===== config.mk =====
export PLATFORM = sky130hd
export DESIGN_NAME = pipeline_hazard_ctrl_flat
export DESIGN_NICKNAME = d
export VERILOG_FILES = /design/src/rtl/pipeline_pkg.sv /design/src/rtl/pipeline_hazard_ctrl_if.sv /design/src/rtl/hazard_cmp.sv /design/src/rtl/pipeline_hazard_ctrl.sv /design/src/flat_wrapper.sv
export SDC_FILE = /design/constraint.sdc
export NUM_CORES = 1
export LEC_CHECK = 0
export ABC_AREA = 1
export CORE_AREA = 2 2 55 67
export CTS_BUF_LIST = sky130_fd_sc_hd__clkbuf_8 sky130_fd_sc_hd__clkbuf_16
export DETAILED_ROUTE_END_ITERATION = 10
export DIE_AREA = 0 0 57 69
export GPL_ROUTABILITY_DRIVEN = 0
export SYNTH_ARGS = -nofsm -noshare
export SYNTH_HDL_FRONTEND = slang
export SYNTH_SLANG_ARGS = --single-unit

===== constraint.sdc =====
create_clock -name clk -period 2.4 [get_ports clk]
set_input_delay 0.72 -clock clk [delete_from_list [all_inputs] [get_ports clk]]
set_output_delay 0.72 -clock clk [all_outputs]
set_load 0.005 [all_outputs]

===== src/rtl/pipeline_pkg.sv =====
// Shared types and constants for the pipeline hazard controller and its
// operand-match helper.
package pipeline_pkg;

    typedef enum logic {
        RUN      = 1'b0,
        MEM_WAIT = 1'b1
    } hazState_t;

    localparam logic [4:0] ZERO_REG            = 5'd0;
    localparam int         MEM_TIMEOUT_DEFAULT = 255;
    localparam int         WAIT_CNT_W          = 8;

    // One bundle for every pipeline-register control so priority resolution
    // can clear them all with a single default.
    typedef struct packed {
        logic pcStall;
        logic ifidStall;
        logic idexStall;
        logic exmemStall;
        logic ifidFlush;
        logic idexFlush;
        logic memwbFlush;
        logic memTimeout;
    } pipeCtrl_t;

endpackage


===== src/rtl/pipeline_hazard_ctrl_if.sv =====
// Hazard-controller bus: decode/execute/memory status from the pipeline and
// the stall/flush controls returned to it.
interface pipeline_hazard_ctrl_if;

    logic [4:0] id_rs;
    logic [4:0] id_rt;
    logic       id_use_rs;
    logic       id_use_rt;
    logic       id_branch;
    logic       id_jump_reg;
    logic       id_jump;
    logic       branch_taken;
    logic       ex_memread;
    logic       ex_regwr;
    logic [4:0] ex_rd;
    logic       mem_memread;
    logic [4:0] mem_rd;
    logic       mem_req;
    logic       mem_ready;

    logic       pc_stall;
    logic       ifid_stall;
    logic       idex_stall;
    logic       exmem_stall;
    logic       ifid_flush;
    logic       idex_flush;
    logic       memwb_flush;
    logic       mem_timeout;

    // master is the pipeline datapath, slave is the hazard controller
    modport master (
        output id_rs, id_rt, id_use_rs, id_use_rt, id_branch, id_jump_reg,
               id_jump, branch_taken, ex_memread, ex_regwr, ex_rd,
               mem_memread, mem_rd, mem_req, mem_ready,
        input  pc_stall, ifid_stall, idex_stall, exmem_stall,
               ifid_flush, idex_flush, memwb_flush, mem_timeout
    );

    modport slave (
        input  id_rs, id_rt, id_use_rs, id_use_rt, id_branch, id_jump_reg,
               id_jump, branch_taken, ex_memread, ex_regwr, ex_rd,
               mem_memread, mem_rd, mem_req, mem_ready,
        output pc_stall, ifid_stall, idex_stall, exmem_stall,
               ifid_flush, idex_flush, memwb_flush, mem_timeout
    );

endinterface


===== src/rtl/hazard_cmp.sv =====
// Combinational check of both ID source operands against one pipeline
// destination; register zero never matches.
module hazard_cmp
    import pipeline_pkg::*;
(
    input  logic [4:0] srcA,
    input  logic       useA,
    input  logic [4:0] srcB,
    input  logic       useB,
    input  logic [4:0] dstReg,
    input  logic       dstValid,
    output logic       hit
);

    logic dstLive;
    logic matchA;
    logic matchB;

    assign dstLive = dstValid && (dstReg != ZERO_REG);
    assign matchA  = useA && (srcA == dstReg);
    assign matchB  = useB && (srcB == dstReg);
    assign hit     = dstLive && (matchA || matchB);

endmodule


===== src/rtl/pipeline_hazard_ctrl.sv =====
// Pipeline hazard controller: memory-wait FSM with timeout, load-use and
// ID-resolve stalls, control flushes. Optional stall counter: HAZARD_STALL_CNT_EN.
module pipeline_hazard_ctrl
    import pipeline_pkg::*;
#(
    parameter int MEM_TIMEOUT = MEM_TIMEOUT_DEFAULT,
    parameter int CNT_W       = 32
) (
    input  logic                  clk,
    input  logic                  reset,
    pipeline_hazard_ctrl_if.slave hz
`ifdef HAZARD_STALL_CNT_EN
    ,
    output logic [CNT_W-1:0]      stall_cnt
`endif
);

    if (MEM_TIMEOUT < 1 || MEM_TIMEOUT > 255) begin : gBadTimeout
        $error("MEM_TIMEOUT must lie in 1..255");
    end
    if (CNT_W < 1) begin : gBadCntW
        $error("CNT_W must be at least 1");
    end

    localparam logic [WAIT_CNT_W-1:0] TIMEOUT_VAL = WAIT_CNT_W'(MEM_TIMEOUT);

    hazState_t             state;
    hazState_t             nextState;
    logic [WAIT_CNT_W-1:0] waitCnt;
    logic [WAIT_CNT_W-1:0] nextWaitCnt;
    pipeCtrl_t             ctrl;

    logic exLoadHit;
    logic exAluHit;
    logic memLoadHit;
    logic resolvesInId;
    logic dataHazard;
    logic ctrlFlush;
    logic memWait;
    logic timeoutHit;

    hazard_cmp uExLoad (
        .srcA    (hz.id_rs),
        .useA    (hz.id_use_rs),
        .srcB    (hz.id_rt),
        .useB    (hz.id_use_rt),
        .dstReg  (hz.ex_rd),
        .dstValid(hz.ex_memread),
        .hit     (exLoadHit)
    );

    hazard_cmp uExAlu (
        .srcA    (hz.id_rs),
        .useA    (hz.id_use_rs),
        .srcB    (hz.id_rt),
        .useB    (hz.id_use_rt),
        .dstReg  (hz.ex_rd),
        .dstValid(hz.ex_regwr),
        .hit     (exAluHit)
    );

    hazard_cmp uMemLoad (
        .srcA    (hz.id_rs),
        .useA    (hz.id_use_rs),
        .srcB    (hz.id_rt),
        .useB    (hz.id_use_rt),
        .dstReg  (hz.mem_rd),
        .dstValid(hz.mem_memread),
        .hit     (memLoadHit)
    );

    // Branches and register jumps compare in ID, so they cannot use forwarding
    // from an ALU result in EX or a load still in MEM.
    assign resolvesInId = hz.id_branch || hz.id_jump_reg;
    assign dataHazard   = exLoadHit || (resolvesInId && (exAluHit || memLoadHit));
    assign ctrlFlush    = hz.id_jump || (hz.id_branch && hz.branch_taken);
    assign memWait      = !hz.mem_ready && ((state == MEM_WAIT) || hz.mem_req);
    assign timeoutHit   = (state == MEM_WAIT) && !hz.mem_ready && (waitCnt == TIMEOUT_VAL);

    // NOTE: state registers use non-blocking assignments so every flop samples
    // the pre-edge values of the others regardless of process ordering.
    always_ff @(posedge clk or posedge reset) begin
        if (reset) begin
            state   <= RUN;
            waitCnt <= '0;
        end else begin
            state   <= nextState;
            waitCnt <= nextWaitCnt;
        end
    end

    // NOTE: every signal written here gets a default first so no path leaves
    // it unassigned, which would otherwise infer a latch.
    always_comb begin
        nextState = state;
        case (state)
            RUN:      if (hz.mem_req && !hz.mem_ready) nextState = MEM_WAIT;
            MEM_WAIT: if (hz.mem_ready || waitCnt == TIMEOUT_VAL) nextState = RUN;
            default:  nextState = RUN;
        endcase
    end

    // The count seen during a MEM_WAIT cycle is that cycle's ordinal, so the
    // Nth waiting cycle compares N against MEM_TIMEOUT.
    always_comb begin
        nextWaitCnt = '0;
        if (nextState == MEM_WAIT) begin
            if (state == RUN) begin
                nextWaitCnt = WAIT_CNT_W'(1);
            end else if (waitCnt != TIMEOUT_VAL) begin
                nextWaitCnt = waitCnt + WAIT_CNT_W'(1);
            end else begin
                nextWaitCnt = waitCnt;
            end
        end
    end

    // Priority: reset, timeout abort, memory wait, data stall, control flush.
    always_comb begin
        ctrl = '0;
        if (reset) begin
            ctrl.ifidFlush  = 1'b1;
            ctrl.idexFlush  = 1'b1;
            ctrl.memwbFlush = 1'b1;
        end else if (timeoutHit) begin
            ctrl.memTimeout = 1'b1;
            ctrl.memwbFlush = 1'b1;
        end else if (memWait) begin
            ctrl.pcStall    = 1'b1;
            ctrl.ifidStall  = 1'b1;
            ctrl.idexStall  = 1'b1;
            ctrl.exmemStall = 1'b1;
            ctrl.memwbFlush = 1'b1;
        end else if (dataHazard) begin
            ctrl.pcStall    = 1'b1;
            ctrl.ifidStall  = 1'b1;
            ctrl.idexFlush  = 1'b1;
        end else if (ctrlFlush) begin
            ctrl.ifidFlush  = 1'b1;
        end
    end

    assign hz.pc_stall    = ctrl.pcStall;
    assign hz.ifid_stall  = ctrl.ifidStall;
    assign hz.idex_stall  = ctrl.idexStall;
    assign hz.exmem_stall = ctrl.exmemStall;
    assign hz.ifid_flush  = ctrl.ifidFlush;
    assign hz.idex_flush  = ctrl.idexFlush;
    assign hz.memwb_flush = ctrl.memwbFlush;
    assign hz.mem_timeout = ctrl.memTimeout;

`ifdef HAZARD_STALL_CNT_EN
    always_ff @(posedge clk or posedge reset) begin
        if (reset) begin
            stall_cnt <= '0;
        end else if (ctrl.pcStall) begin
            stall_cnt <= stall_cnt + CNT_W'(1);
        end
    end
`endif

endmodule


===== src/flat_wrapper.sv =====
// flat-port wrapper written by rule: the top's interface ports become plain ports
module pipeline_hazard_ctrl_flat import pipeline_pkg::*;
#(
    parameter int MEM_TIMEOUT = MEM_TIMEOUT_DEFAULT,
    parameter int CNT_W       = 32
)
  (clk, reset, hz_id_rs, hz_id_rt, hz_id_use_rs, hz_id_use_rt, hz_id_branch, hz_id_jump_reg, hz_id_jump, hz_branch_taken, hz_ex_memread, hz_ex_regwr, hz_ex_rd, hz_mem_memread, hz_mem_rd, hz_mem_req, hz_mem_ready, hz_pc_stall, hz_ifid_stall, hz_idex_stall, hz_exmem_stall, hz_ifid_flush, hz_idex_flush, hz_memwb_flush, hz_mem_timeout);
  pipeline_hazard_ctrl_if hz_i ();
  input  logic clk;
  input  logic reset;
  input wire logic [$bits(hz_i.id_rs)-1:0] hz_id_rs;
  input wire logic [$bits(hz_i.id_rt)-1:0] hz_id_rt;
  input wire logic [$bits(hz_i.id_use_rs)-1:0] hz_id_use_rs;
  input wire logic [$bits(hz_i.id_use_rt)-1:0] hz_id_use_rt;
  input wire logic [$bits(hz_i.id_branch)-1:0] hz_id_branch;
  input wire logic [$bits(hz_i.id_jump_reg)-1:0] hz_id_jump_reg;
  input wire logic [$bits(hz_i.id_jump)-1:0] hz_id_jump;
  input wire logic [$bits(hz_i.branch_taken)-1:0] hz_branch_taken;
  input wire logic [$bits(hz_i.ex_memread)-1:0] hz_ex_memread;
  input wire logic [$bits(hz_i.ex_regwr)-1:0] hz_ex_regwr;
  input wire logic [$bits(hz_i.ex_rd)-1:0] hz_ex_rd;
  input wire logic [$bits(hz_i.mem_memread)-1:0] hz_mem_memread;
  input wire logic [$bits(hz_i.mem_rd)-1:0] hz_mem_rd;
  input wire logic [$bits(hz_i.mem_req)-1:0] hz_mem_req;
  input wire logic [$bits(hz_i.mem_ready)-1:0] hz_mem_ready;
  output wire logic [$bits(hz_i.pc_stall)-1:0] hz_pc_stall;
  output wire logic [$bits(hz_i.ifid_stall)-1:0] hz_ifid_stall;
  output wire logic [$bits(hz_i.idex_stall)-1:0] hz_idex_stall;
  output wire logic [$bits(hz_i.exmem_stall)-1:0] hz_exmem_stall;
  output wire logic [$bits(hz_i.ifid_flush)-1:0] hz_ifid_flush;
  output wire logic [$bits(hz_i.idex_flush)-1:0] hz_idex_flush;
  output wire logic [$bits(hz_i.memwb_flush)-1:0] hz_memwb_flush;
  output wire logic [$bits(hz_i.mem_timeout)-1:0] hz_mem_timeout;
  assign hz_i.id_rs = hz_id_rs;
  assign hz_i.id_rt = hz_id_rt;
  assign hz_i.id_use_rs = hz_id_use_rs;
  assign hz_i.id_use_rt = hz_id_use_rt;
  assign hz_i.id_branch = hz_id_branch;
  assign hz_i.id_jump_reg = hz_id_jump_reg;
  assign hz_i.id_jump = hz_id_jump;
  assign hz_i.branch_taken = hz_branch_taken;
  assign hz_i.ex_memread = hz_ex_memread;
  assign hz_i.ex_regwr = hz_ex_regwr;
  assign hz_i.ex_rd = hz_ex_rd;
  assign hz_i.mem_memread = hz_mem_memread;
  assign hz_i.mem_rd = hz_mem_rd;
  assign hz_i.mem_req = hz_mem_req;
  assign hz_i.mem_ready = hz_mem_ready;
  assign hz_pc_stall = hz_i.pc_stall;
  assign hz_ifid_stall = hz_i.ifid_stall;
  assign hz_idex_stall = hz_i.idex_stall;
  assign hz_exmem_stall = hz_i.exmem_stall;
  assign hz_ifid_flush = hz_i.ifid_flush;
  assign hz_idex_flush = hz_i.idex_flush;
  assign hz_memwb_flush = hz_i.memwb_flush;
  assign hz_mem_timeout = hz_i.mem_timeout;
  pipeline_hazard_ctrl #(.MEM_TIMEOUT(MEM_TIMEOUT), .CNT_W(CNT_W)) u_core (.clk(clk), .reset(reset), .hz(hz_i));
endmodule

==> parameters.txt, run 1 <==
Parameter                              Value

Floorplan
  Horizontal extent of the die ... 57 um
  Area of the placeable core ... 3280 um^2
  Starting Density ... 0.292
  Number of top-level pins ... 41
  Floorplan die height ... 69 um
  Row count ... 23
  Area of the die ... 3930 um^2

Placed design
  PortBufs ... 40
  Pre-CTS worst setup slack ... -869 ps
  HPWL after detailed placement ... 2120 um
  Cell area after placement ... 1440 um^2

Synthesis
  Area fraction of the dominant cell type after synthesis ... 0.255
  Post-Syn Instances ... 165
  Adder-cell share of the synthesized area ... 0.0131
  Avg Synthesized Cell Area ... 5.81 um^2
  Share of the synthesized netlist area taken by xor and xnor gates ... 0.0548
  Nets in the synthesized netlist ... 199
  Post-synth cell types ... 23
  Top cells by area, synth ... sky130_fd_sc_hd__nand2_1 (25%), sky130_fd_sc_hd__dfrtp_1 (23%), sky130_fd_sc_hd__inv_1 (9.8%)
  Multiplexer area fraction after synthesis ... 0
  Flops & latches, synth ... 9
  Sequential fraction of the synthesis area ... 0.235
  Mapped Area ... 958 um^2
  Compound-cell area share of the yosys netlist ... 0.0326
  Largest family of logic cells by synthesized area ... simple AND/OR/NAND/NOR gates
  Simple-gate portion of the synthesized area ... 0.543
  Top cell type by total area after synthesis ... sky130_fd_sc_hd__nand2_1
  Synthesis warning total ... 0

STA
  Final-report hold violation count ... 0
  Unrepaired setup endpoints after global routing ... yes
  Setup clock skew after layout ... ~1.2 ps
  Slew Limit Fails ... 0
  Min setup slack post-route ... -54.3 ps
  Share of the clock period used by the worst path after layout ... 1.02
  Number of setup violations in the final report ... 4
  Relative slew margins ... 0.821
  Shortest period the worst path allows ... roughly 2500 ps
  Worst slew pin tran ... 268 ps
  Highest achievable clock rate ... 407 MHz

Layout
  Synth-to-Final Area Change ... 50.8%
  Fraction of final layout cells with drive strength greater than 1 ... 0.396
  Design Area, Final ... about 1400 um^2
  Number of antenna repair diodes ... 0
  NumNets Final ... about 250
  Final core area utilization ... 0.441

Global routing
  Total global routing track utilization ... 0.141
  Antenna violations before repair ... 0
  Largest net degree at the start of global routing ... 10
  First-pass GRT wire length ... 4550 um
  Total gr overflow ... 0
  Via count of the first global-routing pass ... 1071

Clock tree
  Clock-pin slew on the worst setup and hold paths ... ~40 ps
  Clock H-tree levels ... 1
  Num Clock Sinks ... 9
  Root Driver ... sky130_fd_sc_hd__clkbuf_8
  TritonCTS clock tree ... done
  Number of buffers added by the clock tree synthesis step ... 3
  Number of buffers on the longest clock path ... 2
  Worst-Skew Late Latency ... 230 ps

Setup path
  Type of element capturing the critical path ... output pin
  Largest incremental delay on the critical path ... between 100 and 150 ps
  R2R setup slack ... around 950 ps
  Crit path DAT ... around 1700 ps
  Kind of critical path ... in2out
  Cell repeated most along the worst path ... sky130_fd_sc_hd__nand2_1
  Cell-by-cell listing of the critical path ... buf_4 -> nand2_1 -> nand2_1 -> nor2_1 -> nand3_1 -> nand2_1 -> nand2_2 -> buf_6 -> nand3_2 -> nand2_2 -> nor2_2 -> buf_2
  Category of the worst setup path launch point ... primary input
  CP max FO ... 5
  Worst Path Required ... 1680 ps
  Highest-delay cell along the critical path ... sky130_fd_sc_hd__buf_4

Drt
  Starting DRC count in detailed routing ... 40
  Aggregate routed wire length ... 2600 um
  Via density per instance ... approximately 4.4
  Remaining antenna violation count after routing ... 0
  Average detailed-routed wire length per instance ... 10.2 um
  First-pass DRT Iterations ... 4
  Routed via count ... 1117
  DRC Markers ... 0

Hold path
  Type of the tightest min-delay check ... reg2reg

Pwr
  Total Power ... around 500 uW
  Worst ir drop on vdd ... 297 uV
  Power density normalized to cell area ... 339 nW/um^2
  Pleak ... a little under 0.0009 uW

Outcome
  Violated checks ... negative setup slack
  Status ... complete, but fails checks

Flow run
  Maxcap violations ... 0
-- logic make-up after synthesis --
logic type                 after synthesis
and+or+nand+nor                        115
adders and majority gates                1
DFF                                      9
buffers and inverters                   29
AOI/OAI and AO/OA                        5
xor gates and xnor gates                 6
-- Yosys cell counts --
library cell	instances
sky130_fd_sc_hd__nand3b_4	1
sky130_fd_sc_hd__inv_1	25
sky130_fd_sc_hd__nor2_2	7
sky130_fd_sc_hd__o21ai_2	1
sky130_fd_sc_hd__and3_4	1
sky130_fd_sc_hd__nand2_1	65
sky130_fd_sc_hd__xor2_1	4
sky130_fd_sc_hd__nor3_1	1
sky130_fd_sc_hd__dfrtp_1	9
sky130_fd_sc_hd__nand3_1	9
sky130_fd_sc_hd__a21oi_1	2
sky130_fd_sc_hd__inv_2	2
sky130_fd_sc_hd__o21ai_0	1
sky130_fd_sc_hd__a21o_1	1
sky130_fd_sc_hd__nor2_1	22
sky130_fd_sc_hd__or2_2	1
sky130_fd_sc_hd__buf_4	2
sky130_fd_sc_hd__nand3_2	2
sky130_fd_sc_hd__ha_1	1
sky130_fd_sc_hd__nand2_2	2
sky130_fd_sc_hd__nand4_1	3
sky130_fd_sc_hd__nand2_4	1
sky130_fd_sc_hd__xnor2_1	2
-- final cells by class --
class,instances,area [um^2]
clock buffers,3,41.3
multi-input cells,127,656
fillers,395,1840
well taps,37,46.3
repair buffers,50,372
inverters,27,101
clock inverters,1,3.75
flip-flops and latches,9,225
-- per-stage QoR --
step	hold WS (ps)	cells	setup TNS (ps)
floorplan	450	165	0
global placement	468	246	-4530
detailed placement	472	246	-4480
CTS	482	253	-263
global route	508	254	-518
finish	488	254	-158
-- registers in the layout (all words and copies together) (netlist names) --
register / count
u_core.waitCnt: 8
u_core.state: 1
-- path summary, 6_finish.rpt --
path / start / end / cells past startpoint
worst max-delay path: hz_ex_rd[0] / hz_pc_stall / 12
worst min-delay path: u_core.waitCnt[0] / u_core.waitCnt[0] / 1
worst max register to register: u_core.waitCnt[0] / u_core.waitCnt[7] / 9
worst min register to register: u_core.waitCnt[0] / u_core.waitCnt[0] / 1
max in group asynchronous: reset / u_core.waitCnt[7] / 3
min in group asynchronous: reset / u_core.waitCnt[0] / 3
-- power breakdown --
part | leakage [uW] | internal, uW | total, uW | switching [uW]
clock | 0.0000269 | 111 | 171 | 59.8
sequential | 0.000123 | 155 | 159 | 4.16
combinational | 0.000717 | 77.7 | 159 | 81.2
-- metal layers --
| metal | global-route usage | routed length [um] | vias to the layer above |
|---|---|---|---|
| met5 | 0 | 0 | - |
| met4 | 0.0388 | 19 | 0 |
| met3 | 0.0225 | 144 | 4 |
| met2 | 0.236 | 1240 | 29 |
| met1 | 0.184 | 1200 | 484 |
| li1 | - | - | 600 |
-- critical path: cells and delay by family --
family,cells,cell delay [ps]
simple gates,9,640
buf+inv,3,370
-- what timing repair did --
item                                    in CTS  in global routing
endpoints found under the setup margin       8                  5
cloned                                       0                  0
gates resized for setup                    142                 16
pin swaps                                   20                 19
buffers inserted                             3                  1
hold buffers                                 0                  0
-- cell usage in the layout (no fill, tap or decap), drive strengths merged, types with 2 or more instances in the layout --
master,n
a21oi,2
buf,37
clkbuf,3
clkdlybuf4s15,2
clkdlybuf4s50,4
dfrtp,9
dlygate4sd2,7
inv,28
nand2,68
nand3,11
nand4,3
nor2,29
o21ai,2
xnor2,2
xor2,4
Power figures use the tool's default switching activity.
==> run 2: changes to the inputs <==
==> constraint.sdc (replaced) <==
create_clock -name clk -period 2.61 [get_ports clk]
set_input_delay 0.783 -clock clk [delete_from_list [all_inputs] [get_ports clk]]
set_output_delay 0.783 -clock clk [all_outputs]
set_load 0.005 [all_outputs]
==> run 2 against run 1 <==
The flow still finishes with violations (negative setup slack). Flip-flop and latch count did not move. Highest routed layer is now met3. Clock-buffer cell count did not move. Die area unchanged. Final area fell by 0.52%. Largest power group unchanged. Largest cell class unchanged. Sequential share of layout area rose by 0.081 points. Sequential power fell by 8%.
==> parameters.txt, run 2 (synthesized netlist as in run 1, its figures left out) <==
Parameter                              Value

Outcome
  Status ... complete, but fails checks (unchanged)
  Violated checks ... negative setup slack (unchanged)

Layout
  Filler cell count ... 379 (was 395)
  Number of antenna repair diodes ... 0 (unchanged)
  Largest register by flop count ... u_core.waitCnt (unchanged)
  Sequential cell area ... 225 um^2 (unchanged)
  Registers with the highest flip-flop counts ... u_core.waitCnt (8), u_core.state (1) (unchanged)
  NumNets Final ... 251 (was 252)
  Non-filler cells, final ... 253 (was 254)
  Design Area, Final ... 1440 um^2 (was 1450 um^2)
  Final core area utilization ... 0.438 (was 0.441)
  Max reg flops ... 8 (unchanged)
  Highest-count cells in the layout ignoring fill and taps ... sky130_fd_sc_hd__nand2_1 (61), sky130_fd_sc_hd__buf_2 (20), sky130_fd_sc_hd__nor2_1 (18) (was sky130_fd_sc_hd__nand2_1 (59), sky130_fd_sc_hd__buf_2 (19), sky130_fd_sc_hd__nor2_1 (18))
  Most common library cell in the layout ignoring fill and taps ... sky130_fd_sc_hd__nand2_1 (unchanged)
  Synth-to-Final Area Change ... 50.0% (was 50.8%)
  Total area of multi-input combinational cells ... 653 um^2 (was 656 um^2)
  Fraction of final layout cells with drive strength greater than 1 ... 0.370 (was 0.396)

Drt
  DRC Markers ... 0 (unchanged)
  Routed via count ... 1112 (was 1117)
  Starting DRC count in detailed routing ... 42 (was 40)
  First-pass DRT Iterations ... 4 (unchanged)
  Aggregate routed wire length ... 2680 um (was 2600 um)
  Remaining antenna violation count after routing ... 0 (unchanged)
  Average detailed-routed wire length per instance ... 10.6 um (was 10.2 um)
  Via density per instance ... 4.40 (about the same)

Clock tree
  TritonCTS clock tree ... done (unchanged)
  Worst-Skew Late Latency ... 230 ps (about the same)
  Number of buffers on the longest clock path ... 2 (unchanged)
  Num Clock Sinks ... 9 (unchanged)
  Number of buffers added by the clock tree synthesis step ... 3 (unchanged)
  Clock H-tree levels ... 1 (unchanged)
  Root Driver ... sky130_fd_sc_hd__clkbuf_8 (unchanged)
  Clock-pin slew on the worst setup and hold paths ... 40 ps (about the same)

Floorplan
  Floorplan die height ... 69 um (unchanged)
  Number of top-level pins ... 41 (unchanged)
  Starting Density ... 0.292 (unchanged)
  Horizontal extent of the die ... 57 um (unchanged)
  Row count ... 23 (unchanged)
  Area of the die ... 3930 um^2 (unchanged)
  Area of the placeable core ... 3280 um^2 (unchanged)

Placed design
  PortBufs ... 40 (unchanged)
  Cell area after placement ... 1430 um^2 (was 1440 um^2)
  HPWL after detailed placement ... 2140 um (was 2120 um)
  Dpl cells ... 245 (was 246)
  Pre-CTS worst setup slack ... -776 ps (was -869 ps)

STA
  Unrepaired setup endpoints after global routing ... yes (unchanged)
  Post-Route Setup TNS ... -1.33 ps (was -158 ps)
  Shortest period the worst path allows ... 2610 ps
  Number of setup violations in the final report ... 2 (was 4)
  Relative slew margins ... 0.803 (was 0.821)
  Setup clock skew after layout ... 1.07 ps (was 1.23 ps)
  Slew Limit Fails ... 0 (unchanged)
  Min setup slack post-route ... -0.761 ps (was -54.3 ps)
  Final-report hold violation count ... 0 (unchanged)
  Worst slew pin tran ... 295 ps (was 268 ps)
  Highest achievable clock rate ... 383 MHz
  Share of the clock period used by the worst path after layout ... 1.00

Setup path
  Category of the worst setup path launch point ... primary input (unchanged)
  Type of element capturing the critical path ... output pin (unchanged)
  Worst R2R Path Depth ... 9 (unchanged)
  Crit path DAT ... 1830 ps (was 1730 ps)
  Worst Path Required ... 1830 ps (was 1680 ps)
  R2R setup slack ... 1110 ps (was 950 ps)
  CP max FO ... 2 (was 5)
  Kind of critical path ... in2out (unchanged)

Global routing
  Total gr overflow ... 0 (unchanged)
  Via count of the first global-routing pass ... 1149 (was 1071)
  Total global routing track utilization ... 0.143 (was 0.141)
  Largest net degree at the start of global routing ... 10 (unchanged)
  Antenna violations before repair ... 0 (unchanged)
  First-pass GRT wire length ... 4710 um (was 4550 um)

Pwr
  Worst ir drop on vdd ... 287 uV (was 297 uV)
  Power density normalized to cell area ... 310 nW/um^2 (was 339 nW/um^2)
  Pleak ... 0.000857 uW (was 0.000867 uW)

Hold path
  Type of the tightest min-delay check ... reg2reg (unchanged)
  WHS Path Cells ... 1 (unchanged)

Flow run
  Maxcap violations ... 0 (unchanged)
## run 2: repair_timing
item / in CTS / in global routing
gates resized for setup: 129 / 14
setup endpoints to repair: 8 / 6
setup buffers: 3 / 1
endpoints found under the hold margin: 0 / 0
pin swaps: 21 / 15
hold buffers: 0 / 0
cloned: 0 / 0
## run 2: area by class of cell
class	count	share of cell area
multi-input cells	127	0.454
clock buffers	3	0.0287
inverters	27	0.0705
repair buffers	49	0.255
well taps	37	0.0322
flip-flops and latches	9	0.157
clock inverters	1	0.00261
## run 2: per-stage QoR
step | hold WS, ps | total power, uW
after CTS | 503 | 448
after detailed placement | 490 | 301
after floorplan | 450 | 212
after global placement | 466 | 301
after global routing | 512 | 477
final | 502 | 446
## run 2: path summary, 6_finish.rpt
kind / to / from
setup / recovery: hz_pc_stall / hz_id_rt[0]
min in group asynchronous: u_core.waitCnt[1] / reset
hold reg to reg: u_core.waitCnt[0] / u_core.waitCnt[0]
hold / removal: u_core.waitCnt[0] / u_core.waitCnt[0]
setup reg to reg: u_core.waitCnt[5] / u_core.waitCnt[0]
max in group asynchronous: u_core.waitCnt[4] / reset
## run 2: critical path, stage by stage
cell and delay, ps:
sky130_fd_sc_hd__buf_6 100, sky130_fd_sc_hd__buf_6 100, sky130_fd_sc_hd__nand2_2 50, sky130_fd_sc_hd__nand2_1 50, sky130_fd_sc_hd__nor2_1 80, sky130_fd_sc_hd__nand3_1 80
sky130_fd_sc_hd__nand2_1 80, sky130_fd_sc_hd__nand2_2 70, sky130_fd_sc_hd__buf_6 120, sky130_fd_sc_hd__nand3_2 50, sky130_fd_sc_hd__nand2_2 50, sky130_fd_sc_hd__nor2_2 90
sky130_fd_sc_hd__buf_2 120
## run 2: per-layer routing
layer  vias up  wire, um  GRT usage
li1        598         -          -
met1       487      1170      0.178
met2        27      1320      0.254
met3         0       184     0.0300
met4         0         0     0.0233
met5         -         0          0
## run 2: power breakdown
part / switching [uW] / internal [uW] / total (uW)
clock network: 50.7 / 102 / 153
logic: 75.5 / 70.8 / 146
registers: 4.20 / 143 / 147
==> run 3: changes to the inputs <==
--- a/config.mk
+++ b/config.mk
@@ -6,6 +6,7 @@
 export NUM_CORES = 1
 export LEC_CHECK = 0
 export ABC_AREA = 1
+export CAP_MARGIN = 20
 export CORE_AREA = 2 2 55 67
 export CTS_BUF_LIST = sky130_fd_sc_hd__clkbuf_8 sky130_fd_sc_hd__clkbuf_16
 export DETAILED_ROUTE_END_ITERATION = 10
==> results of run 3 <==
Same layout as run 2: the final DEF is identical, and so are final timing and power.
